File: config.mk
export PLATFORM = sky130hd
export DESIGN_NAME = encoder8x3_seq
export DESIGN_NICKNAME = d
export VERILOG_FILES = /design/src/rtl/encoder8x3_seq.sv
export SDC_FILE = /design/constraint.sdc
export NUM_CORES = 1
export LEC_CHECK = 0
export ABC_AREA = 1
export CAP_MARGIN = 20
export CELL_PAD_IN_SITES_DETAIL_PLACEMENT = 1
export CELL_PAD_IN_SITES_GLOBAL_PLACEMENT = 1
export CORE_ASPECT_RATIO = 0.8
export CORE_MARGIN = 2
export CORE_UTILIZATION = 44
export DETAILED_ROUTE_END_ITERATION = 12
export DONT_BUFFER_PORTS = 1
export PLACE_DENSITY_LB_ADDON = 0.1
export SLEW_MARGIN = 20
export SYNTH_ARGS = -nofsm -noshare
export SYNTH_HDL_FRONTEND = slang
export SYNTH_SLANG_ARGS = --single-unit
File: constraint.sdc
create_clock -name clk -period 1.6 [get_ports clk]
set_clock_uncertainty 0.05 [all_clocks]
set_input_delay 0.24 -clock clk [delete_from_list [all_inputs] [get_ports clk]]
set_output_delay 0.24 -clock clk [all_outputs]
set_load 0.005 [all_outputs]
File: src/rtl/encoder8x3_seq.sv
// encoder8x3_seq -- sequential 8:3 encoder.
//
// Captures request events on 8 lines into a pending register and emits one
// 3-bit index per valid/ready handshake. The served bit is cleared when its
// index is loaded into the output register. The index is meant to be
// re-decoded by the 3:8 decoder downstream (code[2] = decoder input a).
//
// Parameters:
//   EDGE_DET  1: an event is a rising edge of req; 0: an event is a high req level.
// Build macro:
//   ENC_ROUND_ROBIN_EN  defined: round-robin winner after the last loaded index.
//                       undefined: fixed priority, highest index wins.
// Ports:
//   clk      rising-edge clock
//   rst_n    asynchronous active-low reset
//   req      [7:0] request lines
//   clr_ovf  synchronous clear of ovf (a new overflow in the same cycle wins)
//   code     [2:0] encoded index, meaningful while valid
//   valid    code holds an unserved index
//   ready    consumer accepts code on valid && ready
//   pending  [7:0] captured requests not yet loaded into code
//   ovf      sticky: an event hit a bit that was already pending
module encoder8x3_seq #(
  parameter bit EDGE_DET = 1'b1
) (
  input  logic       clk,
  input  logic       rst_n,
  input  logic [7:0] req,
  input  logic       clr_ovf,
  output logic [2:0] code,
  output logic       valid,
  input  logic       ready,
  output logic [7:0] pending,
  output logic       ovf
);

  localparam int N  = 8;
  localparam int IW = 3;

  typedef enum logic {EMPTY, FULL} state_t;

  state_t          state, state_nx;
  logic [N-1:0]    req_d;
  logic [N-1:0]    ev;
  logic [N-1:0]    load_mask;
  logic [N-1:0]    pend_nx;
  logic [IW-1:0]   win;
  logic            load;

  assign ev    = EDGE_DET ? (req & ~req_d) : req;
  assign valid = (state == FULL);

  // Winner is picked from the registered pending value, i.e. before this
  // edge's events are merged in.
`ifdef ENC_ROUND_ROBIN_EN
  logic [IW-1:0] rr_ptr;

  // Walk downward over the search distance so the nearest set bit after
  // rr_ptr (distance 1) is written last and wins; distance 8 is rr_ptr itself.
  always_comb begin
    win = '0;
    for (int k = N; k >= 1; k--) begin
      if (pending[rr_ptr + IW'(k)]) win = rr_ptr + IW'(k);
    end
  end

  always_ff @(posedge clk or negedge rst_n) begin
    if (!rst_n)    rr_ptr <= IW'(N - 1);
    else if (load) rr_ptr <= win;
  end
`else
  // Ascending scan: the highest set index is written last and wins.
  always_comb begin
    win = '0;
    for (int i = 0; i < N; i++) begin
      if (pending[i]) win = IW'(i);
    end
  end
`endif

  // Output register is free when empty, or when full and being accepted;
  // a load in the accept cycle gives back-to-back indices with no bubble.
  always_comb begin
    state_nx = state;
    load     = 1'b0;
    case (state)
      EMPTY: begin
        if (|pending) begin
          load     = 1'b1;
          state_nx = FULL;
        end
      end
      FULL: begin
        if (ready) begin
          if (|pending) load = 1'b1;
          else          state_nx = EMPTY;
        end
      end
      default: state_nx = EMPTY;
    endcase
  end

  assign load_mask = load ? (N'(1) << win) : '0;
  // Set wins: a fresh event on the bit being loaded keeps it pending.
  assign pend_nx   = (pending & ~load_mask) | ev;

  always_ff @(posedge clk or negedge rst_n) begin
    if (!rst_n) begin
      state   <= EMPTY;
      code    <= '0;
      pending <= '0;
      req_d   <= '0;
      ovf     <= 1'b0;
    end else begin
      state   <= state_nx;
      pending <= pend_nx;
      req_d   <= req;
      if (load) code <= win;
      if (|(ev & pending & ~load_mask)) ovf <= 1'b1;
      else if (clr_ovf)                 ovf <= 1'b0;
    end
  end

endmodule
Yosys cells after proc, flatten, opt, wreduce, memory -nomap -nowiden
Cells that the tools add are included.
- shift operators: 1
- multiplexer cells: 15
- bitwise gates (word level): 8
- reduce and logical (&&, ||, !) cells: 3
- operator list (kind ; number):
    8-bit bitwise AND ; 4
    8-bit NOT ; 2
    8-bit OR reduction ; 2
    3-bit 2-to-1 mux ; 4
    8-bit 2-to-1 mux ; 1
    8-bit bitwise OR ; 1
    1-bit by 3-bit left shift with 8-bit output (first input constant) ; 1
    1-bit 2-to-1 mux ; 6
    2-bit 2-to-1 mux ; 2
    1-bit case mux with 2 select lines ; 2
    2-bit nonzero test ; 1
    1-bit NOT ; 1
- register bits after elaboration: 21
- output and inout port bits: 13
- logic and storage cells: 32

Longest topological paths before layout
Gate-level depths: netlist of run 1.
- depth after elaboration: 13
- gate-level depth with buffers: 12
- gate-level depth less buffers: 12

Least setup slack after synthesis of run 1
No wires, ideal clock.
- path kind: flip-flop to flip-flop
- start point: reg pending[3]
- end point: reg code[1]
- setup time: 0.125 ns
- data arrival time: 1.125 ns
- required time: 1.425 ns
- path slack: 0.300 ns
- stages on the path, launching flop included: 6
- path buffers: 0
- clock period less this slack: 1.300 ns
- cells stage by stage: dfrtp_1 nor2_2 nand2_2 nor3_4 nor2_2 mux2_4
- longest elaborated chain between the ends: 5
- elaborated cells on any way between the ends: 9
- those cells by class: 8 x mux; 1 x reduce/logical
- RTL lines (item ; RTL line ; source):
    from (decl) ; 33 ; output logic [7:0] pending,
    from (signal assigned) ; 116 ; pending <= pend_nx;
    branches (longest 5 deep; another with 8-bit OR reduction) ; n/a ;
    to (signal assigned) ; 118 ; if (load) code <= win;
    to (decl) ; 30 ; output logic [2:0] code,
Parallel ways; which one is timed is not known.
A chain may end at the register's enable or synchronous reset.

Worst setup path in the final report of run 1
- start point: reg pending[7]
- end point: reg ovf
- longest elaborated chain between the ends: 9
- elaborated cells on any way between the ends: 13
- those cells by class: 1 x shift; 6 x mux; 3 x bitwise; 3 x reduce/logical
- RTL lines (item ; RTL line ; source):
    8-bit OR reduction ; 88, 95 ;
    1-bit 2-to-1 mux ; 88, 95 ;
    1-bit 2-to-1 mux ; 94 ; if (ready) begin
    1-bit case mux with 2 select lines ; 86 ; case (state)
    8-bit 2-to-1 mux ; 103 ; assign load_mask = load ? (N'(1) << win) : '0;
    8-bit NOT ; 119 ; if (|(ev & pending & ~load_mask)) ovf <= 1'b1;
    8-bit bitwise AND (*) ; 119 ;
    8-bit OR reduction (*) ; 119 ;
    1-bit 2-to-1 mux / 2-bit nonzero test (equally long branches) ; n/a ;
    to (signal assigned) ; 113 ; ovf <= 1'b0;
    to (signal assigned) ; 119 ;
    to (signal assigned) ; 120 ; else if (clr_ovf) ovf <= 1'b0;
    to (decl) ; 34 ; output logic ovf
Every way passes the cells marked *; elsewhere a longest branch is shown, timed or not.

==> results of run 1 <==
## power groups by stage
stage               Clock, W  Sequential [W]  Combinational [W]
finish              0.000253        0.000600           0.000174
global placement           0        0.000609           0.000127
floorplan                  0        0.000603           0.000108
global route        0.000278        0.000605           0.000198
detailed placement         0        0.000611           0.000135
CTS                 0.000271        0.000600           0.000163
## cells by family (layout without fill, tap and decap cells)
logic type / Yosys count / in the layout
AND/OR/NAND/NOR: 55 / 55
AO/OA/AOI/OAI: 11 / 11
buffers and inverters: 22 / 40
multiplexers: 1 / 1
flip-flops: 21 / 21
## registers in the layout (all words and copies together), names as in the netlist
| signal | flops |
|---|---|
| pending | 8 |
| req_d | 8 |
| code | 3 |
| ovf | 1 |
| valid | 1 |
## cells in the final DEF (no fill, tap or decap)
cell type	instances
nor2_1	10
dlygate4sd3_1	9
dfrtp_1	21
nand2_4	2
clkbuf_1	1
nor2_4	2
nor3_4	1
inv_1	17
inv_2	5
a21oi_1	2
nor3_1	1
nor2_2	2
buf_4	5
or2_2	1
a22o_1	1
nand3_2	2
o21ai_1	1
o21ai_0	6
nand4_1	2
nand2_2	3
nand3_1	4
nand2_1	25
a31oi_1	1
clkbuf_4	3
mux2_4	1
## per-layer routing
layer  global-route usage  part of all wire  routed length [um]
met2                0.313              0.49                1040
met1                0.229              0.46                 992
met5                    0                 0                   0
met3               0.0710             0.042                  89
met4               0.0286            0.0061                  13
## worst register-to-register path, delay by kind of cell, from the launching register on
kind	cells	cell delay, ns
simple gates	9	0.75
flops	1	0.46
buf+inv	1	0.12
## metrics by stage
stage | hold WS (ns) | instances | util | power (W) | setup slack (ns)
floorplan | -0.106 | 110 | - | 0.000711 | 0.300
global route | 0.0200 | 153 | 0.545 | 0.00108 | 0.0181
global placement | -0.105 | 136 | 0.474 | 0.000736 | 0.188
finish | 0.0194 | 153 | 0.545 | 0.00103 | 0.116
CTS | 0.00551 | 149 | 0.529 | 0.00103 | 0.0636
detailed placement | -0.105 | 136 | 0.474 | 0.000745 | 0.0897
## worst max path at each step
| stage | slack (ns) | cells after the start | end |
|---|---|---|---|
| after floorplan | 0.30 | 5 | code[1] |
| after global placement | 0.19 | 10 | ovf |
| after detailed placement | 0.09 | 10 | ovf |
| after CTS | 0.06 | 10 | ovf |
| after global routing | 0.02 | 10 | ovf |
| final | 0.12 | 10 | ovf |
## area by class of cell
| class | instances | area, sq um | area share |
|---|---|---|---|
| sequential | 21 | 526 | 0.455 |
| multi-input combinational | 67 | 363 | 0.314 |
| timing repair buffer | 14 | 128 | 0.110 |
| inverter | 22 | 82.6 | 0.0714 |
| tap | 25 | 31.3 | 0.0271 |
| clock buffer | 4 | 26.3 | 0.0227 |
## repair_timing
| action | CTS | global route |
|---|---|---|
| resized for setup | 0 | 1 |
| endpoints found under the setup margin | 0 | 1 |
| setup buffers | 0 | 4 |
| hold buffers | 9 | 0 |
| endpoints found under the hold margin | 29 | 0 |
==> results.cfg, run 1 <==
[synth]
synth_area_sq_um = 966
synth_compound_area_frac = 0.0622
synth_top_area_frac = 0.544
ys_seq_elements = 21
synth_xor_area_frac = 0
synth_most_common_cell = nand2_1
synthAdderAreaFrac = 0
ys_seq_area_frac = 0.544
yosys.area.top_type = dfrtp_1
yosysWarnings = 0
synthMuxAreaShare = 0.0155
synth_edf_count = 0
synthFlopType = dfrtp_1
synth-async-reset-ratio = 1.00
yosys.cell_types.count = 21
syn-num-nets = 122
synth_area_leaders = dfrtp_1 (54%), nand2_1 (9.7%), inv_1 (6.6%), nor2_1 (3.9%), o21ai_0 (3.1%)
synth_top_family_by_area = simple AND/OR/NAND/NOR gates
synth_common_cells = nand2_1 (25), dfrtp_1 (21), inv_1 (17)
yosys.area_share.simple = 0.293
syn_inst = 110
avgSynthCellArea_sq_um = 8.78

[routing]
via_count = 756
drt_first_pass_iters = 2
ant_nets = 0
detail_route.wl_per_cell_um = 14.0
drt_wl_total_um = 2140
post_drt_via_cell_ratio = 4.94
first_iter_violations = 10
drc = 0

[placement]
gp_congestion = 0.705
dpl.hpwl_um = 1630
place_area_sq_um = 1000
portBuffers = 0

[die]
die_h_um = 45.9
dieArea_sq_um = 2590
rows = 15
start_util = 0.455
core_area_sq_um = 2120
io_pins = 25
die_w_um = 56.4

[sta]
timing.final.crit_share = 0.928
rsz0062_at_grt = false
tightest_slew_ns = 0.960
hold_violations = 0
slew_violations = 0
fmaxAchievable_mhz = 674
relSlewSlack = 0.358
setup_viol = 0
fin_setup_tns_ns = 0
period_needed_ns = 1.48

[clocking]
cts_tree = yes
clk_pin_slew_ns = 0.11
clk_latency_ns = 0.30
htreeDepth = 1
clockBufferDepth = 2
cts_root_buffer = clkbuf_4
numClockSinks = 21
numCtsBuffers = 3

[power]
p_int_w = 0.000736
power_frac_comb = 0.170
p_per_area_nw_per_um2 = 888
power.switching_w = 0.000291
swShare = 0.283
power.leakage_nw = 0.604
pwr-share-seq = 0.584
p_clk_frac = 0.246
ir_drop_v = 0.000792

[hold_path]
hold_path.class = in2reg
hold_start = req[7]
hold_path_depth = 2
min_delay_worst_endpoint = pending[7]

[worst_setup_path]
cp.required_ns = 1.76
ff2ff_path_depth = 10
critPathKind = reg2reg
cp_cell_sequence = inv_2 -> nand2_4 -> nor2_4 -> nand3_2 -> nor2_4 -> nand2_1 -> nand2_1 -> nor2_1 -> nor2_1 -> nand2_1
cp.buffers_inverters = 1
endpoint_kind = register
cpMostUsedCell = nand2_1
crit_fanout = 4
arrival_ns = 1.64
startpoint = pending[7]
slowest_delay_ns = 0.46
cp_top_family = simple AND/OR/NAND/NOR gates
r2r_start = pending[7]
crit_path_start_kind = register
r2r_slack_ns = 0.12
slowest_stage = dfrtp_1
crit-reg2reg-capture = ovf

[grt]
antenna_found_initial = 0
grt_use_total = 0.183
grt_pass1_vias = 759
grt_pass1_wl_um = 3510
overflow = 0
grt_max_degree = 22

[cells_and_area]
fillCellCount = 252
stdcell_area_sq_um = 1160
diodes = 0
drive_gt1_frac = 0.211
area_growth_pct = 19.7
final_nets = 141

[job]
max_cap_violations = 0

[run_status]
outcome = finished clean
Note: power is estimated with default switching activity, not from simulation.
==> run 2: changes to the inputs <==
--- a/config.mk
+++ b/config.mk
@@ -12,6 +12,7 @@
 export CORE_ASPECT_RATIO = 0.8
 export CORE_MARGIN = 2
 export CORE_UTILIZATION = 44
+export CTS_CLUSTER_SIZE = 20
 export DETAILED_ROUTE_END_ITERATION = 12
 export DONT_BUFFER_PORTS = 1
 export PLACE_DENSITY_LB_ADDON = 0.1
==> results of run 2 <==
No change in the layout: final DEF, timing and power equal those of run 1.
==> run 3: changes to the inputs <==
--- a/config.mk
+++ b/config.mk
@@ -11,12 +11,11 @@
 export CELL_PAD_IN_SITES_GLOBAL_PLACEMENT = 1
 export CORE_ASPECT_RATIO = 0.8
 export CORE_MARGIN = 2
-export CORE_UTILIZATION = 44
+export CORE_UTILIZATION = 34
 export CTS_CLUSTER_SIZE = 20
 export DETAILED_ROUTE_END_ITERATION = 12
-export DONT_BUFFER_PORTS = 1
 export PLACE_DENSITY_LB_ADDON = 0.1
-export SLEW_MARGIN = 20
+export SLEW_MARGIN = 30
 export SYNTH_ARGS = -nofsm -noshare
 export SYNTH_HDL_FRONTEND = slang
 export SYNTH_SLANG_ARGS = --single-unit
==> results.cfg, run 3 (synthesis gave the netlist of run 1 again) <==
[grt]
grt_pass1_wl_um = 3580
grt_use_total = 0.145
grt_pass1_vias = 793
grt_max_degree = 22
antenna_found_initial = 0
overflow = 0

[die]
dieArea_sq_um = 3290
core_area_sq_um = 2720
die_h_um = 51.7
die_w_um = 63.6
start_util = 0.355
rows = 17
io_pins = 25

[routing]
drc = 0
ant_nets = 0
drt_wl_total_um = 2130
post_drt_via_cell_ratio = 4.45
via_count = 806
first_iter_violations = 9
drt_first_pass_iters = 2
detail_route.wl_per_cell_um = 11.8

[clocking]
numClockSinks = 21
cts_tree = yes
holdBufCountCts = 0
clk_latency_ns = 0.30
numCtsBuffers = 3
clk_pin_slew_ns = 0.12
cts_root_buffer = clkbuf_4
htreeDepth = 1
clockBufferDepth = 2

[power]
ir_drop_v = 0.000450
swShare = 0.277
p_int_w = 0.000784
power.leakage_nw = 0.663
power.switching_w = 0.000301
pwr-share-seq = 0.547
finalPower_w = 0.00109
p_clk_frac = 0.236
p_per_area_nw_per_um2 = 817
power_frac_comb = 0.217

[worst_setup_path]
crit_fanout = 4
cp.buffers_inverters = 1
cp_cell_sequence = clkdlybuf4s50_1
cp_top_family = buffers and inverters
slowest_stage = clkdlybuf4s50_1
endpoint = pending[7]
r2r_slack_ns = 0.11
crit-reg2reg-capture = ovf
slowest_delay_ns = 0.53
cp.required_ns = 1.31
cp.depth = 1
crit_path_start_kind = register
critPathKind = reg2out
arrival_ns = 1.26
startpoint = pending[7]
r2r_start = pending[5]
ff2ff_path_depth = 10
endpoint_kind = output pin

[placement]
portBuffers = 24
placed_cells = 175
place_area_sq_um = 1280
dpl.hpwl_um = 1640
gp_congestion = 0.741

[sta]
hold_violations = 0
setup_viol = 0
fmaxAchievable_mhz = 643
tightest_slew_ns = 0.308
relSlewSlack = 0.793
timing.final.crit_share = 0.971
period_needed_ns = 1.55
slew_violations = 0

[cells_and_area]
area_growth_pct = 37.6
drive_gt1_frac = 0.196
fin_cells = 181
final_common_cell = nand2_1
largestRegisters = pending x8, req_d x8, code x3
regArea_sq_um = 527
final_nets = 156
diodes = 0
fillCellCount = 357
final_cell_mix = nand2_1 (25), clkdlybuf4s50_1 (22), dfrtp_1 (20)
stdcell_area_sq_um = 1330
multi_input_area_sq_um = 363

[hold_path]
hold_path.class = in2async

[run_status]
outcome = finished clean

[job]
max_cap_violations = 0
==> run 3: changes by cell type in the layout (fill, tap and decap cells not counted) <==
cell,previous run,this run
dlymetal6s2s_1,0,2
dfrtp_1,21,20
dfrtp_2,0,1
clkdlybuf4s50_1,0,22
dlygate4sd3_1,9,0
==> run 3: repair_timing <==
action                     4_1_cts  5_1_grt
hold endpoints to repair         0        0
setup buffers                    0        2
setup endpoints to repair        0        5
gates resized for setup          0        4
==> run 3: power by group through the flow <==
stage                     combinational (W)  sequential (W)  clock (W)
final                              0.000235        0.000594   0.000257
after CTS                          0.000235        0.000594   0.000267
after global placement             0.000228        0.000602          0
after global routing               0.000262        0.000599   0.000290
after floorplan                    0.000108        0.000603          0
after detailed placement           0.000233        0.000604          0
==> run 3: how the worst min path moves through the flow <==
stage / startpoint / end
2_1_floorplan: rst_n / code[0]
3_3_place_gp: req_d[3] / pending[3]
3_5_place_dp: req_d[4] / pending[4]
4_1_cts: rst_n / pending[5]
5_1_grt: rst_n / pending[5]
6_report: rst_n / pending[5]
==> run 3: per-layer routing <==
layer,wire (um),GRT usage,vias to the layer above,part of all wire
li1,-,-,407,-
met1,935,0.172,379,0.44
met2,1070,0.258,16,0.50
met3,103,0.0433,4,0.048
met4,19,0.0435,0,0.0089
met5,0,0,-,0
==> run 3: area by class of cell <==
type | count | share of cell area
flip-flops and latches | 21 | 0.396
multi-input cells | 67 | 0.273
repair buffers | 29 | 0.213
inverters | 22 | 0.0621
well taps | 38 | 0.0358
clock buffers | 4 | 0.0198
==> run 3: stage by stage <==
stage	setup WS [ns]	hold WS, ns	utilization	TNS, ns
after floorplan	0.300	-0.106	-	0
after global routing	-0.00366	0.229	0.488	-0.00724
after detailed placement	-0.0810	0.406	0.469	-0.0810
final	0.0460	0.213	0.488	0
after CTS	0.0107	0.226	0.478	0
after global placement	-0.0220	0.381	0.469	-0.0220
